File: src/rtl/ldl_align_hunt.sv
// ldl_align_hunt
// Word-alignment hunter for a marker-framed stream. At each marker position
// the incoming word is rotated right by the current step and compared with
// the alignment pattern. Misses while hunting advance the step by one.
// LOCK_CNT consecutive hits declare lock, and LOSS_CNT consecutive misses
// while locked drop lock and restart the hunt. The step and direction
// outputs drive an external ring rotator.
module ldl_align_hunt #(
    parameter int              WIDTH    = 8,
    parameter logic [WIDTH-1:0] PATTERN = 'hB8,
    parameter int              LOCK_CNT = 3,
    parameter int              LOSS_CNT = 2
) (
    input  logic                     clk,
    input  logic                     rst_n,
    input  logic                     in_vld,
    input  logic                     in_mark,
    input  logic [WIDTH-1:0]         in_data,
    input  logic                     resync,
    output logic [$clog2(WIDTH)-1:0] step,
    output logic                     dir,
    output logic                     locked,
    output logic                     slip,
    output logic                     lock_lost
);

    localparam int SW = $clog2(WIDTH);
    localparam int GW = $clog2(LOCK_CNT + 1);
    localparam int MW = $clog2(LOSS_CNT + 1);

    localparam logic [SW-1:0] STEP_MAX  = SW'(WIDTH - 1);
    localparam logic [SW:0]   WIDTH_L   = (SW + 1)'(WIDTH);
    localparam logic [GW-1:0] GOOD_MAX  = GW'(LOCK_CNT);
    localparam logic [GW-1:0] GOOD_LAST = GW'(LOCK_CNT - 1);
    localparam logic [GW-1:0] GOOD_ONE  = GW'(1);
    localparam logic [MW-1:0] MISS_LAST = MW'(LOSS_CNT - 1);
    localparam logic [MW-1:0] MISS_ONE  = MW'(1);

    typedef enum logic [1:0] {
        ST_HUNT   = 2'd0,
        ST_VERIFY = 2'd1,
        ST_LOCK   = 2'd2
    } state_e;

    state_e          state_q, state_d;
    logic [SW-1:0]   step_q, step_d;
    logic [GW-1:0]   good_q, good_d;
    logic [MW-1:0]   miss_q, miss_d;
    logic            locked_q, locked_d;
    logic            slip_q, slip_d;
    logic            lost_q, lost_d;

    logic            check;
    logic            match;
    logic [WIDTH-1:0] rot;
    logic [SW-1:0]   step_adv;

    // Rotate the word right by the registered step and test for the marker;
    // a shift by WIDTH yields zero, so step 0 passes the word through.
    always_comb begin
        rot      = (in_data >> step_q) | (in_data << (WIDTH_L - {1'b0, step_q}));
        match    = (rot == PATTERN);
        check    = in_vld & in_mark;
        step_adv = (step_q == STEP_MAX) ? '0 : step_q + 1'b1;
    end

    // State register: FSM state, step, saturating counters and output pulses.
    // NOTE: sequential state uses non-blocking assignments so every register
    // samples the pre-edge values regardless of statement order.
    always_ff @(posedge clk or negedge rst_n) begin
        if (!rst_n) begin
            state_q  <= ST_HUNT;
            step_q   <= '0;
            good_q   <= '0;
            miss_q   <= '0;
            locked_q <= 1'b0;
            slip_q   <= 1'b0;
            lost_q   <= 1'b0;
        end else begin
            state_q  <= state_d;
            step_q   <= step_d;
            good_q   <= good_d;
            miss_q   <= miss_d;
            locked_q <= locked_d;
            slip_q   <= slip_d;
            lost_q   <= lost_d;
        end
    end

    // Next-state logic: resync overrides any check in the same cycle.
    always_comb begin
        // NOTE: every target gets a default first, so no path can infer a latch.
        state_d = state_q;
        step_d  = step_q;
        good_d  = good_q;
        miss_d  = miss_q;
        slip_d  = 1'b0;
        lost_d  = 1'b0;

        if (resync) begin
            state_d = ST_HUNT;
            good_d  = '0;
            miss_d  = '0;
            lost_d  = (state_q == ST_LOCK);
        end else if (check) begin
            unique case (state_q)
                ST_HUNT: begin
                    if (match) begin
                        good_d = (LOCK_CNT == 1) ? GOOD_MAX : GOOD_ONE;
                        miss_d = '0;
                        state_d = (LOCK_CNT == 1) ? ST_LOCK : ST_VERIFY;
                    end else begin
                        step_d = step_adv;
                        slip_d = 1'b1;
                    end
                end
                ST_VERIFY: begin
                    if (match) begin
                        if (good_q >= GOOD_LAST) begin
                            good_d  = GOOD_MAX;
                            miss_d  = '0;
                            state_d = ST_LOCK;
                        end else begin
                            good_d = good_q + GOOD_ONE;
                        end
                    end else begin
                        state_d = ST_HUNT;
                        good_d  = '0;
                        step_d  = step_adv;
                        slip_d  = 1'b1;
                    end
                end
                ST_LOCK: begin
                    if (match) begin
                        miss_d = '0;
                    end else if (miss_q >= MISS_LAST) begin
                        state_d = ST_HUNT;
                        good_d  = '0;
                        miss_d  = '0;
                        step_d  = step_adv;
                        slip_d  = 1'b1;
                        lost_d  = 1'b1;
                    end else begin
                        miss_d = miss_q + MISS_ONE;
                    end
                end
                default: begin
                    state_d = ST_HUNT;
                    good_d  = '0;
                    miss_d  = '0;
                end
            endcase
        end

        locked_d = (state_d == ST_LOCK);
    end

    // Output logic: all outputs come straight from registers; direction is fixed right.
    always_comb begin
        step      = step_q;
        dir       = 1'b0;
        locked    = locked_q;
        slip      = slip_q;
        lock_lost = lost_q;
    end

endmodule

File: config.mk
export PLATFORM = sky130hd
export DESIGN_NAME = ldl_align_hunt
export DESIGN_NICKNAME = d
export VERILOG_FILES = /design/src/rtl/ldl_align_hunt.sv
export SDC_FILE = /design/constraint.sdc
export NUM_CORES = 1
export LEC_CHECK = 0
export ABC_AREA = 1
export BUFFER_PORTS_ARGS = -buffer_cell sky130_fd_sc_hd__buf_2
export CAP_MARGIN = 20
export CELL_PAD_IN_SITES_DETAIL_PLACEMENT = 0
export CELL_PAD_IN_SITES_GLOBAL_PLACEMENT = 1
export CORE_MARGIN = 1
export CORE_UTILIZATION = 42
export CTS_BUF_LIST = sky130_fd_sc_hd__clkbuf_4 sky130_fd_sc_hd__clkbuf_8
export DETAILED_ROUTE_END_ITERATION = 16
export PLACE_DENSITY_LB_ADDON = 0.1
export SYNTH_ARGS = -nofsm -noshare
export SYNTH_HDL_FRONTEND = slang
export SYNTH_SLANG_ARGS = --single-unit
File: constraint.sdc
create_clock -name clk -period 2.7 [get_ports clk]
set_clock_uncertainty 0.05 [all_clocks]
set_input_delay 0.135 -clock clk [delete_from_list [all_inputs] [get_ports clk]]
set_output_delay 0.135 -clock clk [all_outputs]
set_load 0.01 [all_outputs]
==> results by group <==
Yosys
  • Most common cell in the netlist: nand2_1
  • Mapped Area: 0.00175 sq mm
  • Fraction of registers with async set/reset: 1.00
  • Cells after Synth: 288
  • Mean area per synthesized cell: 6.07 sq um
  • Ys Warns: 0
  • Top cells by area, synth: nand2_1 (21%), dfrtp_1 (17%), nand3_1 (13%)
  • Yosys top cell area share: 0.206
  • Commonest cells post-synth: nand2_1 (96), nand3_1 (46), nor2_1 (28)
  • Sequential share of the synthesized area: 0.172
  • Post-synth cell types: 29
  • Number of synthesized flops with an enable pin: 0
  • Post-synth net total: 306
  • Synthesis-stage register bit count: 12
  • Yosys top cell by area: nand2_1
  • Ys flop type: dfrtp_1

Die
  • Die Y: 66.5 um
  • DIE AREA: about 0.0044 sq mm
  • Die Wd: 66.5 um
  • Io pins: 20
  • Initial Util: 0.437
  • Row cnt: 23
  • Core Area: 0.00400 sq mm

Setup path
  • Worst path required time: 2.78 ns
  • Worst-path fanout max: 13
  • Critical Path Start Type: flop
  • Kind of critical path: reg2reg
  • WP data arrival: 2.38 ns
  • Crit path capture type: flop

Power
  • Switching power: 1.24 mW
  • Logic pwr share: 0.797
  • Worst vdd ir: 590 uV
  • Total internal power: approximately 880 uW
  • Leak Pwr: around 1.1 nW
  • Pwr dens: 1100 mW/mm^2
  • Clk pwr share: 0.091
  • Sequential share of power: 0.112
  • Total chip power: 2.12 mW
  • Switching share of power: 0.586

Cells and area
  • Layout area overhead: 10.5%
  • Layout cells sized above 1: 0.249
  • Design area: roughly 0.0019 sq mm
  • # diodes: 0
  • Final std cells w/o fill: 359
  • Final nets: 328
  • Finished Core Util: 0.483

Global routing
  • Initial antenna violation count: 0
  • First-pass GRT wire length: 7130 um
  • Maximum number of pins on one net before global-route repair: 14
  • Vias in the first global route: 1556
  • Overall Global Routing Usage: 0.212
  • Grt total ovfl: 0

Clock network
  • Post-CTS Hold Buffers: 1
  • CTS Sinks: 12
  • Reg clk slew, reported paths: 0.05 ns
  • CTS tree: built
  • CTS max path bufs: 2
  • CTS Buf Count: 3
  • Clock Latency Late Sink: roughly 0.24 ns
  • Htree depth: 1
  • Post-CTS Setup Repair Bufs: 0
  • Post-cts gate resize count: 0
  • Root Buffer: clkbuf_8

STA
  • Max-slew violation count: 0
  • Hold WS: 0.174 ns
  • Min Tclk post-route: 2.30 ns
  • Setup TNS: 0 ns
  • Final worst-path cycle share: 0.852
  • RSZ-0062 raised after global routing: false
  • Slack of the critical path: ~0.40 ns
  • Final Hold Fails: 0
  • Maximum clock frequency: 435 MHz
  • Setup violators final: 0

Detailed routing
  • Per-cell routed wire length: 12.0 um
  • Via-per-instance ratio: about 5
  • DRT Wirelength: 4320 um
  • DRT antenna net count: 0
  • Vias: 1841
  • Number of DRC markers in iteration 0: 106
  • DRC Markers: 0
  • 1st-pass router iterations: 7

Flow run
  • Max-cap check violation count: 0

Placement
  • Area post-placement: around 0.0019 sq mm
  • GP Congestion: 0.832
  • Dpl hpwl: 3600 um
  • PortBufs: 18
  • Pre-CTS setup slack: 0.417 ns
  • Placed Cells: 354

Min path
  • Hold crit path type: in2reg

Outcome
  • Status: complete, no violations
## sequential cells by signal, indices dropped and copies added (netlist names)
register / flops
good_q: 2
miss_q: 2
locked: 1
step: 3
slip: 1
lock_lost: 1
state_q: 2
## power groups by stage
| stage | clock, mW | sequential (mW) | combinational, mW |
|---|---|---|---|
| global route | 0.207 | 0.241 | 1.88 |
| floorplan | 0 | 0.239 | 1.36 |
| finish | 0.193 | 0.238 | 1.69 |
| CTS | 0.201 | 0.237 | 1.68 |
| detailed placement | 0 | 0.240 | 1.68 |
| global placement | 0 | 0.241 | 1.70 |
## worst max-delay path, stage by stage, from the launching register on
cell and delay (ns):
dfrtp_1 0.35, inv_2 0.04, ha_1 0.29, inv_1 0.32, nand3_1 0.22, nand3_1 0.13, nand3_1 0.09, nor2_2 0.15
nand3_4 0.14, o21ai_2 0.21, nand2_2 0.08, nand2_1 0.06, nand2_1 0.05
## metal layers
metal	share of wire	vias to the layer above	global-route usage
met5	0	-	0
met2	0.41	54	0.321
li1	-	963	-
met1	0.53	822	0.322
met3	0.057	2	0.0360
met4	0.0030	0	0.0160
## cells in the final DEF (no fill, tap or decap)
| master | n |
|---|---|
| a21boi_0 | 1 |
| a21oi_1 | 7 |
| a21oi_2 | 1 |
| buf_2 | 18 |
| buf_4 | 6 |
| clkbuf_8 | 4 |
| clkinv_2 | 1 |
| conb_1 | 1 |
| dfrtp_1 | 12 |
| dlygate4sd3_1 | 1 |
| ha_1 | 5 |
| inv_1 | 21 |
| inv_2 | 7 |
| nand2_1 | 96 |
| nand2_2 | 20 |
| nand2_4 | 7 |
| nand2_8 | 2 |
| nand3_1 | 46 |
| nand3_2 | 2 |
| nand3_4 | 2 |
| nand4_1 | 5 |
| nor2_1 | 28 |
| nor2_2 | 3 |
| nor2_4 | 2 |
| nor2_8 | 1 |
| nor3_1 | 3 |
| o21ai_0 | 2 |
| o21ai_1 | 4 |
| o21ai_2 | 1 |
## logic make-up after synthesis
group	after synthesis	share of synthesized area
DFF	12	0.172
adders and majority gates	5	0.0358
other	1	0.00215
AOI/OAI and AO/OA	16	0.0515
and+or+nand+nor	217	0.631
buffers and inverters	37	0.108
## final timing paths
kind                            slack (ns)                    end                   from  cells past startpoint
max in group asynchronous             2.13    step[0]$_DFFE_PN0P_                  rst_n                      2
min in group asynchronous             0.26    lock_lost$_DFF_PN0_                  rst_n                      2
worst max register to register        0.40  miss_q[1]$_DFFE_PN0P_    step[0]$_DFFE_PN0P_                     12
worst max-delay path                  0.40  miss_q[1]$_DFFE_PN0P_    step[0]$_DFFE_PN0P_                     12
worst min-delay path                  0.17  good_q[0]$_DFFE_PN0P_                 resync                      4
worst min register to register        0.42  miss_q[0]$_DFFE_PN0P_  miss_q[0]$_DFFE_PN0P_                      2
## area by class of cell
type                    count  area (sq um)
well taps                  50          62.6
fillers                   435          2070
flip-flops and latches     12           300
multi-input cells         239          1260
repair buffers             25           145
inverters                  29           110
clock buffers               4          55.1
Note: power is estimated with default switching activity, not from simulation.
